### src/rtl/ctrl_pkg.sv
// Shared encodings for the CPU control unit: opcodes, functs, ALU ops,
// datapath select codes, sequencer states and the per-instruction decode.
package ctrl_pkg;

    typedef enum logic [2:0] {
        ST_FETCH   = 3'd0,
        ST_EXEC    = 3'd1,
        ST_MEM     = 3'd2,
        ST_WAIT_IN = 3'd3,
        ST_WB      = 3'd4,
        ST_HALTED  = 3'd5
    } state_e;

    localparam logic [5:0] OP_RTYPE = 6'h00;
    localparam logic [5:0] OP_J     = 6'h02;
    localparam logic [5:0] OP_BEQ   = 6'h04;
    localparam logic [5:0] OP_BNE   = 6'h05;
    localparam logic [5:0] OP_ADDI  = 6'h08;
    localparam logic [5:0] OP_SLTI  = 6'h0A;
    localparam logic [5:0] OP_ANDI  = 6'h0C;
    localparam logic [5:0] OP_ORI   = 6'h0D;
    localparam logic [5:0] OP_LW    = 6'h23;
    localparam logic [5:0] OP_SW    = 6'h2B;
    localparam logic [5:0] OP_IN    = 6'h30;
    localparam logic [5:0] OP_OUT   = 6'h31;
    localparam logic [5:0] OP_HLT   = 6'h3F;

    localparam logic [5:0] FN_SLL = 6'h00;
    localparam logic [5:0] FN_SRL = 6'h02;
    localparam logic [5:0] FN_JR  = 6'h08;
    localparam logic [5:0] FN_ADD = 6'h20;
    localparam logic [5:0] FN_SUB = 6'h22;
    localparam logic [5:0] FN_AND = 6'h24;
    localparam logic [5:0] FN_OR  = 6'h25;
    localparam logic [5:0] FN_XOR = 6'h26;
    localparam logic [5:0] FN_NOR = 6'h27;
    localparam logic [5:0] FN_SLT = 6'h2A;

    typedef enum logic [3:0] {
        ALU_ADD   = 4'd0,
        ALU_SUB   = 4'd1,
        ALU_AND   = 4'd2,
        ALU_OR    = 4'd3,
        ALU_SLT   = 4'd4,
        ALU_SLL   = 4'd5,
        ALU_SRL   = 4'd6,
        ALU_NOR   = 4'd7,
        ALU_XOR   = 4'd8,
        ALU_PASSB = 4'd9
    } alu_op_e;

    typedef enum logic [1:0] {
        M16_IMM  = 2'd0,
        M16_SW   = 2'd1,
        M16_PC   = 2'd2,
        M16_RSVD = 2'd3
    } mux16_e;

    typedef enum logic [2:0] {
        PC_INC  = 3'd0,
        PC_BEQ  = 3'd1,
        PC_BNE  = 3'd2,
        PC_JUMP = 3'd3,
        PC_JREG = 3'd4
    } mux_pc_e;

    // Which state follows EXEC for a given opcode.
    typedef enum logic [1:0] {
        FLOW_WB      = 2'd0,
        FLOW_MEM     = 2'd1,
        FLOW_WAIT_IN = 2'd2,
        FLOW_HALT    = 2'd3
    } flow_e;

    typedef struct packed {
        logic    reg_we;
        logic    mem_we;
        logic    disp_we;
        logic    mux5;
        mux16_e  mux16;
        logic    mux32;
        mux_pc_e mux_pc;
        alu_op_e alu;
        logic    mem_to_reg;
    } ctrl_t;

    // An all-zero control word is a NOP: no strobes, PC+1.
    localparam ctrl_t CTRL_NOP = '0;

    function automatic flow_e op_flow(input logic [5:0] opcode);
        flow_e f;
        case (opcode)
            OP_LW:   f = FLOW_MEM;
            OP_IN:   f = FLOW_WAIT_IN;
            OP_HLT:  f = FLOW_HALT;
            default: f = FLOW_WB;
        endcase
        return f;
    endfunction

    function automatic ctrl_t decode(input logic [5:0] opcode, input logic [5:0] funct);
        ctrl_t c;
        c = CTRL_NOP;
        case (opcode)
            OP_RTYPE: begin
                c.reg_we = 1'b1;
                case (funct)
                    FN_ADD:  c.alu = ALU_ADD;
                    FN_SUB:  c.alu = ALU_SUB;
                    FN_AND:  c.alu = ALU_AND;
                    FN_OR:   c.alu = ALU_OR;
                    FN_SLT:  c.alu = ALU_SLT;
                    FN_SLL:  c.alu = ALU_SLL;
                    FN_SRL:  c.alu = ALU_SRL;
                    FN_NOR:  c.alu = ALU_NOR;
                    FN_XOR:  c.alu = ALU_XOR;
                    FN_JR: begin
                        c.reg_we = 1'b0;
                        c.mux_pc = PC_JREG;
                    end
                    default: c.reg_we = 1'b0;
                endcase
            end
            OP_ADDI, OP_ANDI, OP_ORI, OP_SLTI: begin
                c.reg_we = 1'b1;
                c.mux5   = 1'b1;
                c.mux32  = 1'b1;
                c.mux16  = M16_IMM;
                case (opcode)
                    OP_ANDI: c.alu = ALU_AND;
                    OP_ORI:  c.alu = ALU_OR;
                    OP_SLTI: c.alu = ALU_SLT;
                    default: c.alu = ALU_ADD;
                endcase
            end
            OP_LW: begin
                c.alu        = ALU_ADD;
                c.mux32      = 1'b1;
                c.mem_to_reg = 1'b1;
                c.mux5       = 1'b1;
                c.reg_we     = 1'b1;
            end
            OP_SW: begin
                c.alu    = ALU_ADD;
                c.mux32  = 1'b1;
                c.mem_we = 1'b1;
            end
            OP_BEQ: begin
                c.alu    = ALU_SUB;
                c.mux_pc = PC_BEQ;
            end
            OP_BNE: begin
                c.alu    = ALU_SUB;
                c.mux_pc = PC_BNE;
            end
            OP_J:   c.mux_pc = PC_JUMP;
            OP_IN: begin
                c.mux16  = M16_SW;
                c.mux32  = 1'b1;
                c.alu    = ALU_PASSB;
                c.mux5   = 1'b1;
                c.reg_we = 1'b1;
            end
            OP_OUT: c.disp_we = 1'b1;
            default: c = CTRL_NOP;
        endcase
        return c;
    endfunction

endpackage

### src/rtl/input_sync_edge.sv
// Multi-stage synchronizer for an asynchronous pushbutton followed by a
// one-cycle rising-edge pulse generator.
module input_sync_edge #(
    parameter int SYNC_STAGES = 2
) (
    input  logic clk,
    input  logic reset,
    input  logic async_in,
    output logic pulse
);

    logic [SYNC_STAGES-1:0] sync_q;
    logic                   prev_q;

    // NOTE: flops use non-blocking assignment so every stage samples the
    // previous stage's old value; blocking here would collapse the chain.
    always_ff @(posedge clk or posedge reset) begin
        if (reset) begin
            sync_q <= '0;
            prev_q <= 1'b0;
        end else begin
            sync_q <= {sync_q[SYNC_STAGES-2:0], async_in};
            prev_q <= sync_q[SYNC_STAGES-1];
        end
    end

    assign pulse = sync_q[SYNC_STAGES-1] & ~prev_q;

endmodule

### src/rtl/control_unit.sv
// Multi-cycle sequencer: decodes the fetched instruction and drives every
// datapath select and write strobe, holding the PC except in write-back.
module control_unit
    import ctrl_pkg::*;
#(
    parameter int SYNC_STAGES = 2
) (
    input  logic       clk,
    input  logic       reset,
    input  logic [5:0] opcode,
    input  logic [5:0] funct,
    input  logic       enter,
    output logic       halt,
    output logic       sreg,
    output logic       smux5,
    output logic [1:0] smux16,
    output logic       smux32,
    output logic [2:0] smuxPC,
    output logic [3:0] salu,
    output logic       smem,
    output logic       sdisplay,
    output logic       smemtoreg,
    output logic [2:0] state
);

    state_e state_q, state_d;
    ctrl_t  op_q, op_d;
    ctrl_t  dec;
    ctrl_t  sel;
    logic   enter_pulse;
    logic   in_wb;

    input_sync_edge #(
        .SYNC_STAGES(SYNC_STAGES)
    ) u_enter_sync (
        .clk     (clk),
        .reset   (reset),
        .async_in(enter),
        .pulse   (enter_pulse)
    );

    assign dec = decode(opcode, funct);

    always_ff @(posedge clk or posedge reset) begin
        if (reset) begin
            state_q <= ST_FETCH;
            op_q    <= CTRL_NOP;
        end else begin
            state_q <= state_d;
            op_q    <= op_d;
        end
    end

    // NOTE: every always_comb output gets a default first so no path through
    // the case leaves it unassigned, which would infer a latch.
    always_comb begin
        state_d = state_q;
        op_d    = op_q;
        case (state_q)
            ST_FETCH: state_d = ST_EXEC;
            ST_EXEC: begin
                op_d = dec;
                case (op_flow(opcode))
                    FLOW_MEM:     state_d = ST_MEM;
                    FLOW_WAIT_IN: state_d = ST_WAIT_IN;
                    FLOW_HALT:    state_d = ST_HALTED;
                    default:      state_d = ST_WB;
                endcase
            end
            ST_MEM:     state_d = ST_WB;
            ST_WAIT_IN: if (enter_pulse) state_d = ST_WB;
            ST_WB:      state_d = ST_FETCH;
            ST_HALTED:  state_d = ST_HALTED;
            default:    state_d = ST_FETCH;
        endcase
    end

    // EXEC sees the freshly fetched instruction directly; later states replay
    // the copy captured at the end of EXEC, so selects never glitch mid-op.
    always_comb begin
        sel = CTRL_NOP;
        case (state_q)
            ST_EXEC:                    sel = dec;
            ST_MEM, ST_WAIT_IN, ST_WB:  sel = op_q;
            default:                    sel = CTRL_NOP;
        endcase
    end

    assign in_wb     = (state_q == ST_WB);
    assign halt      = ~in_wb;
    assign sreg      = in_wb & sel.reg_we;
    assign smem      = in_wb & sel.mem_we;
    assign sdisplay  = in_wb & sel.disp_we;
    assign smuxPC    = in_wb ? sel.mux_pc : PC_INC;
    assign smux5     = sel.mux5;
    assign smux16    = sel.mux16;
    assign smux32    = sel.mux32;
    assign salu      = sel.alu;
    assign smemtoreg = sel.mem_to_reg;
    assign state     = state_q;

endmodule

### config.mk
export PLATFORM = sky130hd
export DESIGN_NAME = control_unit
export DESIGN_NICKNAME = d
export VERILOG_FILES = /design/src/rtl/ctrl_pkg.sv /design/src/rtl/input_sync_edge.sv /design/src/rtl/control_unit.sv
export SDC_FILE = /design/constraint.sdc
export NUM_CORES = 1
export LEC_CHECK = 0
export CAP_MARGIN = 20
export CORE_MARGIN = 2
export CORE_UTILIZATION = 40
export CTS_CLUSTER_SIZE = 10
export DETAILED_ROUTE_END_ITERATION = 16
export HOLD_SLACK_MARGIN = 0.03
export PLACE_DENSITY = 0.75
export SLEW_MARGIN = 20
export SYNTH_ARGS = -nofsm -noshare
export SYNTH_HDL_FRONTEND = slang
export SYNTH_SLANG_ARGS = --single-unit
### constraint.sdc
create_clock -name clk -period 4.2 [get_ports clk]
set_input_delay 0.63 -clock clk [delete_from_list [all_inputs] [get_ports clk]]
set_output_delay 0.63 -clock clk [all_outputs]
set_load 0.1 [all_outputs]
Yosys cells after proc, flatten, opt, wreduce, memory -nomap -nowiden:

Cells that the tools add are included.

* eq/ne operators: 30
* multiplexer cells: 20
* bitwise gates (word level): 6
* reductions and logical operators: 9

Operators with widths (count)
* $eq 6x6->1 const B: 12
* $pmux 4 s8: 1
* $eq 6x4->1 const B: 5
* $pmux 15 s2: 1
* $pmux 3 s3: 2
* $pmux 4 s4: 1
* $pmux 3 s5: 1
* $eq 6x2->1 const B: 2
* $eq 6x3->1 const B: 2
* $logic_not 6->1: 2
* $pmux 3 s4: 1
* $mux 3: 3
* $reduce_or 9->1: 1
* $mux 1: 7
* $reduce_or 7->1: 1
* $eq 3x2->1 const B: 2
* $eq 3x3->1 const B: 2
* $pmux 2 s3: 1
* $reduce_or 6->1: 1
* $and 1x1->1: 4
* $eq 2x2->1 const B: 2
* $reduce_or 4->1: 1
* $eq 3x1->1 const B: 1
* $logic_not 3->1: 1
* 7 further kinds: 8

* flip-flop bits (word level): 21
* input port bits: 15
* output and inout bits: 19
* word-level logic and storage cells: 77

Longest topological paths before layout:

Gate-level depths: netlist (run 1).

* depth after elaboration: 6
* mapped depth: 6
* mapped depth without buffers: 4

Cells and area by module:

A second synthesis (run 1) with hierarchy kept.

* cell total of the unflattened synthesis: 165
* area total of the unflattened synthesis: 1365.1 sq um

Modules (own cells, without submodules)
* control_unit: instances 1, cells an instance 160, area each 1272.5 sq um, sequential area each 425.4 sq um
* input_sync_edge: instances 1, cells an instance 5, area each 92.6 sq um, sequential area each 75.1 sq um

Worst setup path after synthesis (run 1):

No wires, ideal clock.

* path type: register to output
* from: reg state_q[2], in the netlist state[2]
* to: out smem
* arrival time: 3.327 ns
* required time: 3.570 ns
* setup slack: 0.243 ns
* stages on the path, launching flop included: 4
* buffers on the path: 0
* cell sequence: dfrtp_1 > nor3b_2 > inv_1 > nor2_1

* longest elaborated chain between the ends: 4
* elaborated cells between the ends (all ways): 7
* classes of those cells: eq/ne (4); mux (1); bitwise (1); reduce/logical (1)

Ends and longest elaborated chain
* from (decl): RTL line control_unit.sv:26 `state_e state_q, state_d;`
* from (signal assigned): RTL line control_unit.sv:49 `state_q <= state_d;`
* $eq 3x3->1 or $eq 3x2->1 (tied branches): RTL line control_unit.sv:82, control_unit.sv:89
* $reduce_or 3->1: RTL line control_unit.sv:82 `case (state_q)`
* $pmux 15 s2: RTL line control_unit.sv:82
* $and 1x1->1 (*): RTL line control_unit.sv:92 `assign smem = in_wb & sel.mem_we;`
* to (decl): RTL line control_unit.sv:20 `output logic smem,`

Every way passes the cells marked *; elsewhere a longest branch is shown, timed or not.

Worst setup path in the final report (run 1):

* from: in opcode[0]
* to: out salu[0]

* longest elaborated chain between the ends: 4
* elaborated cells between the ends (all ways): 13
* classes of those cells: eq/ne (7); mux (3); reduce/logical (3)

Ends and longest elaborated chain
* from (decl): RTL line control_unit.sv:10 `input logic [5:0] opcode,`
* $eq 6x4->1 (tied with other cells): RTL line ctrl_pkg.sv:104, ctrl_pkg.sv:129
* $pmux 3 s3 (tied with other cells): RTL line ctrl_pkg.sv:129 `case (opcode)`
* $pmux 4 s4 (*): RTL line ctrl_pkg.sv:104 `case (opcode)`
* $pmux 15 s2 (*): RTL line control_unit.sv:82
* to (decl): RTL line control_unit.sv:19 `output logic [3:0] salu,`

Marks and branches as above.

==> flow_summary.json, run 1 <==
{
  "synth-seq-cells": 20,
  "vias": 1245,
  "synth_fp_nets": 177,
  "synthTopCellsByArea": "dfrtp_1, nand2_1, o21ai_1",
  "yosysWarnings": 0,
  "antenna_found_initial": 0,
  "avgRoutedWirePerCell_um": 12.92,
  "drc": 0,
  "fin_setup_tns_ns": 0,
  "rows": 20,
  "die_w_um": 61.42,
  "status": "finished clean",
  "yosys.cell_types.count": 48,
  "worst-slew-pin-transition_ns": 0.9681,
  "cp_slowest_cell": "or4_1",
  "hold_violations": 0,
  "path_clk_slew_ns": 0.11,
  "period_share": 0.8126,
  "grt_pass1_vias": 1041,
  "dieArea_um2": 3772,
  "post-route-cell-area_um2": 1677,
  "final_cell_mix": "nand2_1, clkdlybuf4s50_1, dfrtp_1",
  "ctsHoldBuffers": 0,
  "drt_wl_total_um": 2972,
  "cts_root_buffer": "clkbuf_4",
  "p_seq_frac": 0.545,
  "post-cts-setup-buffers": 0,
  "worst_setup_path_start_kind": "primary input",
  "skew_ns": 0.002600,
  "cts_tree": "yes",
  "rsz0062_at_grt": "no",
  "finalSetupViolCount": 0,
  "cp.required_ns": 3.57,
  "synthCells": 162,
  "switching_share": 0.2501,
  "ir_worst_vdd_mv": 0.08885,
  "clk_path_buf_depth": 2,
  "p_int_mw": 0.2689,
  "port_buffers": 32,
  "cts_resized": 0,
  "fp.dieH_um": 61.42,
  "p_leak_nw": 0.7180,
  "worst_ep_arrival_time_ns": 2.78,
  "yosysTopAreaCell": "dfrtp_1",
  "tritoncts.num_buffers": 3,
  "synth-main-ff-cell": "dfrtp_1",
  "min_from": "u_enter_sync.sync_q[0]",
  "clock_power_share": 0.310,
  "postRouteAntennaNets": 0,
  "fin_crit_ns": 3.413,
  "yosysSeqAreaShare": 0.3795,
  "postPlaceCellArea_um2": 1640,
  "hp-class": "reg2reg",
  "cp_slowest_stage_delay_ns": 0.74,
  "r2r_start": "state[1]",
  "p_comb_frac": 0.145,
  "area_growth_pct": 27.13,
  "final_nets": 202,
  "synth-edff-count": 0,
  "drv_slew": 0,
  "gp_congestion": 0.8659,
  "cts.sinks": 20,
  "ios": 34,
  "drt_iter0_drc": 43,
  "cp_cell_sequence": "clkdlybuf4s50_1 -> or4_1 -> nor3_4 -> a31oi_1 -> o21ai_1 -> buf_12",
  "layout_commonest_cell": "nand2_1",
  "maxCapViolCount": 0,
  "synth.avg_cell_area_um2": 8.141,
  "grt-ovfl-total": 0,
  "p_per_area_nw_per_um2": 213.9,
  "p_sw_mw": 0.08968,
  "critPathMaxFanout": 13,
  "core_area_um2": 3103,
  "netlist_area_um2": 1319,
  "min_to": "u_enter_sync.sync_q[1]",
  "first_pass_iters": 5,
  "htreeDepth": 1,
  "setup_slack_ns": 0.7869,
  "grtUsageTotal": 0.1743,
  "via_per_inst": 5.413,
  "place_ws_ns": 0.8079,
  "grt_pass1_wl_um": 4830,
  "dp_hpwl_um": 2274,
  "crit_type": "in2out",
  "worst_r2r_path_depth": 4,
  "synthArstFlopShare": 1.000,
  "start_util": 0.4250,
  "r2r_end": "op_q[3]",
  "cp-end-kind": "output port",
  "synth_top_area_share": 0.3795,
  "antenna-diode-count": 0,
  "max_slew_margin": 0.3526,
  "max_freq_mhz": 293.0,
  "min_path_cells": 0,
  "drive_gt1_frac": 0.1129,
  "final_core_util": 0.5403,
  "grt_max_degree": 24,
  "r2r_slack_ns": 2.31,
  "clk_latency_ns": 0.30
}
[worst max-delay path, delay by kind of cell]
family,cells,cell delay (ns)
and+or+nand+nor,2,0.96
AOI/OAI and AO/OA,2,0.38
buffers and inverters,2,0.81
[cell type report]
cell class | count | area, µm²
Multi-Input combinational cell | 125 | 748.2
Timing Repair Buffer | 32 | 317.8
Sequential cell | 20 | 500.5
Clock buffer | 4 | 36.28
Fill cell | 294 | 1426
Tap cell | 44 | 55.05
Inverter | 5 | 18.77
[registers in the layout, indices dropped and copies added (netlist names)]
register and count:
u_enter_sync.prev_q 1, state 3, u_enter_sync.sync_q 2, op_q 14
[kinds of logic after synthesis]
logic type | after synthesis | share of synthesized area
XOR/XNOR | 2 | 0.01329
multiplexers | 1 | 0.007590
flip-flops | 20 | 0.3795
other | 1 | 0.002844
AND/OR/NAND/NOR | 76 | 0.3254
buffers and inverters | 17 | 0.05313
AO/OA/AOI/OAI | 45 | 0.2182
[cells in the mapped netlist, types with 3 or more instances]
| cell | instances |
|---|---|
| a21o_1 | 6 |
| a21oi_1 | 7 |
| a31oi_1 | 3 |
| and2_1 | 4 |
| clkbuf_1 | 9 |
| dfrtp_1 | 20 |
| inv_1 | 5 |
| nand2_1 | 29 |
| nand2b_1 | 3 |
| nor2_1 | 11 |
| nor2b_1 | 3 |
| nor3b_1 | 3 |
| o21ai_0 | 6 |
| o21ai_1 | 11 |
[worst max path at each step]
stage / start / end / slack [ns] / cells after the start
3_5_place_dp: opcode[0] / salu[0] / 0.81 / 6
4_1_cts: opcode[0] / salu[0] / 0.81 / 6
6_report: opcode[0] / salu[0] / 0.79 / 6
2_1_floorplan: state[2] / smem / 0.24 / 3
3_3_place_gp: opcode[0] / salu[0] / 0.87 / 6
5_1_grt: opcode[3] / salu[2] / 0.62 / 6
[through the flow]
| step | hold slack, ns | std cells | power (mW) |
|---|---|---|---|
| 6_report | 0.3905 | 230 | 0.3586 |
| 5_1_grt | 0.4033 | 230 | 0.3744 |
| 4_1_cts | 0.3944 | 230 | 0.3610 |
| 3_5_place_dp | 0.3596 | 226 | 0.2510 |
| 3_3_place_gp | 0.3407 | 226 | 0.2495 |
| 2_1_floorplan | 0.3312 | 162 | 0.2301 |
[per-layer routing]
layer,track usage,part of all wire
met4,0.06991,0.016
met2,0.2644,0.47
met3,0.03571,0.035
met5,0,0
met1,0.2441,0.48
[power groups by stage]
stage	combinational (mW)	clock (mW)	sequential (mW)
CTS	0.0520	0.114	0.195
floorplan	0.0314	0	0.199
detailed placement	0.0519	0	0.199
global placement	0.0506	0	0.199
finish	0.0521	0.111	0.195
global route	0.0577	0.121	0.196
No activity file was read; power rests on OpenSTA's default activity.
==> run 2, diff against run 1 <==
--- a/config.mk
+++ b/config.mk
@@ -11,7 +11,7 @@
 export CTS_CLUSTER_SIZE = 10
 export DETAILED_ROUTE_END_ITERATION = 16
 export HOLD_SLACK_MARGIN = 0.03
-export PLACE_DENSITY = 0.75
+export PLACE_DENSITY = 0.77
 export SLEW_MARGIN = 20
 export SYNTH_ARGS = -nofsm -noshare
 export SYNTH_HDL_FRONTEND = slang
==> constraint.sdc (replaced) <==
create_clock -name clk -period 2.8 [get_ports clk]
set_input_delay 0.42 -clock clk [delete_from_list [all_inputs] [get_ports clk]]
set_output_delay 0.42 -clock clk [all_outputs]
set_load 0.1 [all_outputs]
==> run 2 against run 1 <==
Final cell count rose by 3.5%; worst setup slack lost 0.66 ns; register-to-register slack worse by 1.3 ns; critical path depth unchanged; sequential share of layout area decreased by 3.4 points; total power increased by 53%; critical endpoint unchanged; hold slack got worse by 0.030 ns; non-clock buffer count increased by 8; flip-flop and latch count did not move.
==> flow_summary.json, run 2 (synthesis results as in run 1) <==
{
  "maxCapViolCount": 0,
  "worst_r2r_path_depth": 4,
  "grt_max_degree": 23,
  "p_seq_frac": 0.533,
  "path_clk_slew_ns": 0.11,
  "drive_gt1_frac": 0.2423,
  "p_comb_frac": 0.163,
  "worst-slew-pin-transition_ns": 0.7379,
  "layout_commonest_cell": "nand2_1",
  "first_pass_iters": 4,
  "grt-ovfl-total": 0,
  "largest-register": "op_q",
  "cts_tree": "yes",
  "core_area_um2": 3103,
  "final_core_util": 0.6137,
  "vias": 1295,
  "via_per_inst": 5.441,
  "drt_iter0_drc": 39,
  "final_nets": 210,
  "status": "finished clean",
  "tritoncts.num_buffers": 3,
  "ios": 34,
  "fp.dieH_um": 61.42,
  "switching_share": 0.2553,
  "rows": 20,
  "drc": 0,
  "area_growth_pct": 44.40,
  "start_util": 0.4250,
  "ctsHoldBuffers": 0,
  "final_cell_mix": "nand2_1, dfrtp_1, buf_4",
  "min_path_cells": 0,
  "drt_wl_total_um": 3354,
  "stdcell_count": 238,
  "cp-end-kind": "output port",
  "dpl.cell_count": 234,
  "hp-class": "reg2reg",
  "crit_type": "in2out",
  "grtUsageTotal": 0.2052,
  "total_power_mw": 0.5496,
  "postRouteAntennaNets": 0,
  "cp.required_ns": 2.38,
  "r2r_slack_ns": 1.05,
  "gp_congestion": 0.7912,
  "period_share": 0.9555,
  "r2r_end": "op_q[12]",
  "avgRoutedWirePerCell_um": 14.09,
  "crit_path_end": "salu[0]",
  "worst_ep_arrival_time_ns": 2.26,
  "cts.sinks": 20,
  "p_sw_mw": 0.1403,
  "p_per_area_nw_per_um2": 288.6,
  "max_slew_margin": 0.5075,
  "clk_path_buf_depth": 2,
  "port_buffers": 32,
  "die_w_um": 61.42,
  "p_int_mw": 0.4093,
  "worst_setup_path_start_kind": "primary input",
  "clk_latency_ns": 0.30,
  "hold_slack_ns": 0.3607,
  "ir_worst_vdd_mv": 0.1345,
  "cts_root_buffer": "clkbuf_4",
  "antenna-diode-count": 0,
  "antenna_found_initial": 0,
  "max_freq_mhz": 373.8,
  "skew_ns": 0.003930,
  "htreeDepth": 1,
  "clock_power_share": 0.305,
  "crit_start": "opcode[0]",
  "grt_pass1_wl_um": 5616,
  "drv_slew": 0,
  "finalSetupViolCount": 0,
  "dp_hpwl_um": 2612,
  "critPathMaxFanout": 6,
  "hold_violations": 0,
  "largest_reg_flops": 14,
  "grt_pass1_vias": 1236,
  "r2r_start": "state[1]",
  "fin_crit_ns": 2.676,
  "dieArea_um2": 3772,
  "p_leak_nw": 0.8028
}
-- run 2: cell types whose count changed in the layout (fill, tap and decap cells not counted), sizes merged --
| cell | change |
|---|---|
| buf | +15 |
| clkdlybuf4s50 | -7 |
-- run 2: power by group through the flow --
| stage | sequential (mW) | clock [mW] | combinational, mW |
|---|---|---|---|
| 3_5_place_dp | 0.298 | 0 | 0.0880 |
| 2_1_floorplan | 0.298 | 0 | 0.0484 |
| 3_3_place_gp | 0.298 | 0 | 0.0836 |
| 5_1_grt | 0.293 | 0.186 | 0.0970 |
| 4_1_cts | 0.293 | 0.172 | 0.0881 |
| 6_report | 0.293 | 0.168 | 0.0894 |
-- run 2: metal layers --
layer | track usage | routed length, µm | up-vias
met1 | 0.2744 | 1458 | 610
met3 | 0.02101 | 123 | 5
met2 | 0.3404 | 1723 | 36
met4 | 0.08511 | 50 | 0
li1 | - | - | 644
met5 | 0 | 0 | -
-- run 2: how the worst min path moves through the flow --
stage                                 startpoint  slack, ns                     end
final                     u_enter_sync.sync_q[0]       0.36  u_enter_sync.sync_q[1]
after global placement    u_enter_sync.sync_q[0]       0.34  u_enter_sync.sync_q[1]
after CTS                 u_enter_sync.sync_q[0]       0.36  u_enter_sync.sync_q[1]
after global routing      u_enter_sync.sync_q[0]       0.38  u_enter_sync.sync_q[1]
after floorplan           u_enter_sync.sync_q[0]       0.33  u_enter_sync.sync_q[1]
after detailed placement  u_enter_sync.sync_q[0]       0.34  u_enter_sync.sync_q[1]
-- run 2: per-stage QoR --
step / worst slack, ns / cell area (µm²) / setup TNS [ns]
after floorplan: 0.1014 / 1388 / 0
after global routing: -0.004242 / 1904 / -0.004242
after CTS: 0.02359 / 1901 / 0
after global placement: 0.1085 / 1864 / 0
final: 0.1245 / 1904 / 0
after detailed placement: 0.02097 / 1864 / 0
-- run 2: cell type report --
cell class	instances	area, µm²
sequential	20	504.2
timing repair buffer	40	473.0
fill	290	1199
tap	44	55.05
inverter	5	18.77
clock buffer	4	36.28
multi-input combinational	125	817.0
-- run 2: what timing repair did --
item                       4_1_cts  5_1_grt
buffers inserted                 0        0
setup endpoints to repair        0        3
resized for setup                0        1
-- run 2: worst max-delay path: stages --
cell,delay [ns]
clkdlybuf4s50_1,0.43
or4_4,0.60
nor3_4,0.19
a31oi_1,0.20
o21ai_4,0.21
buf_12,0.19
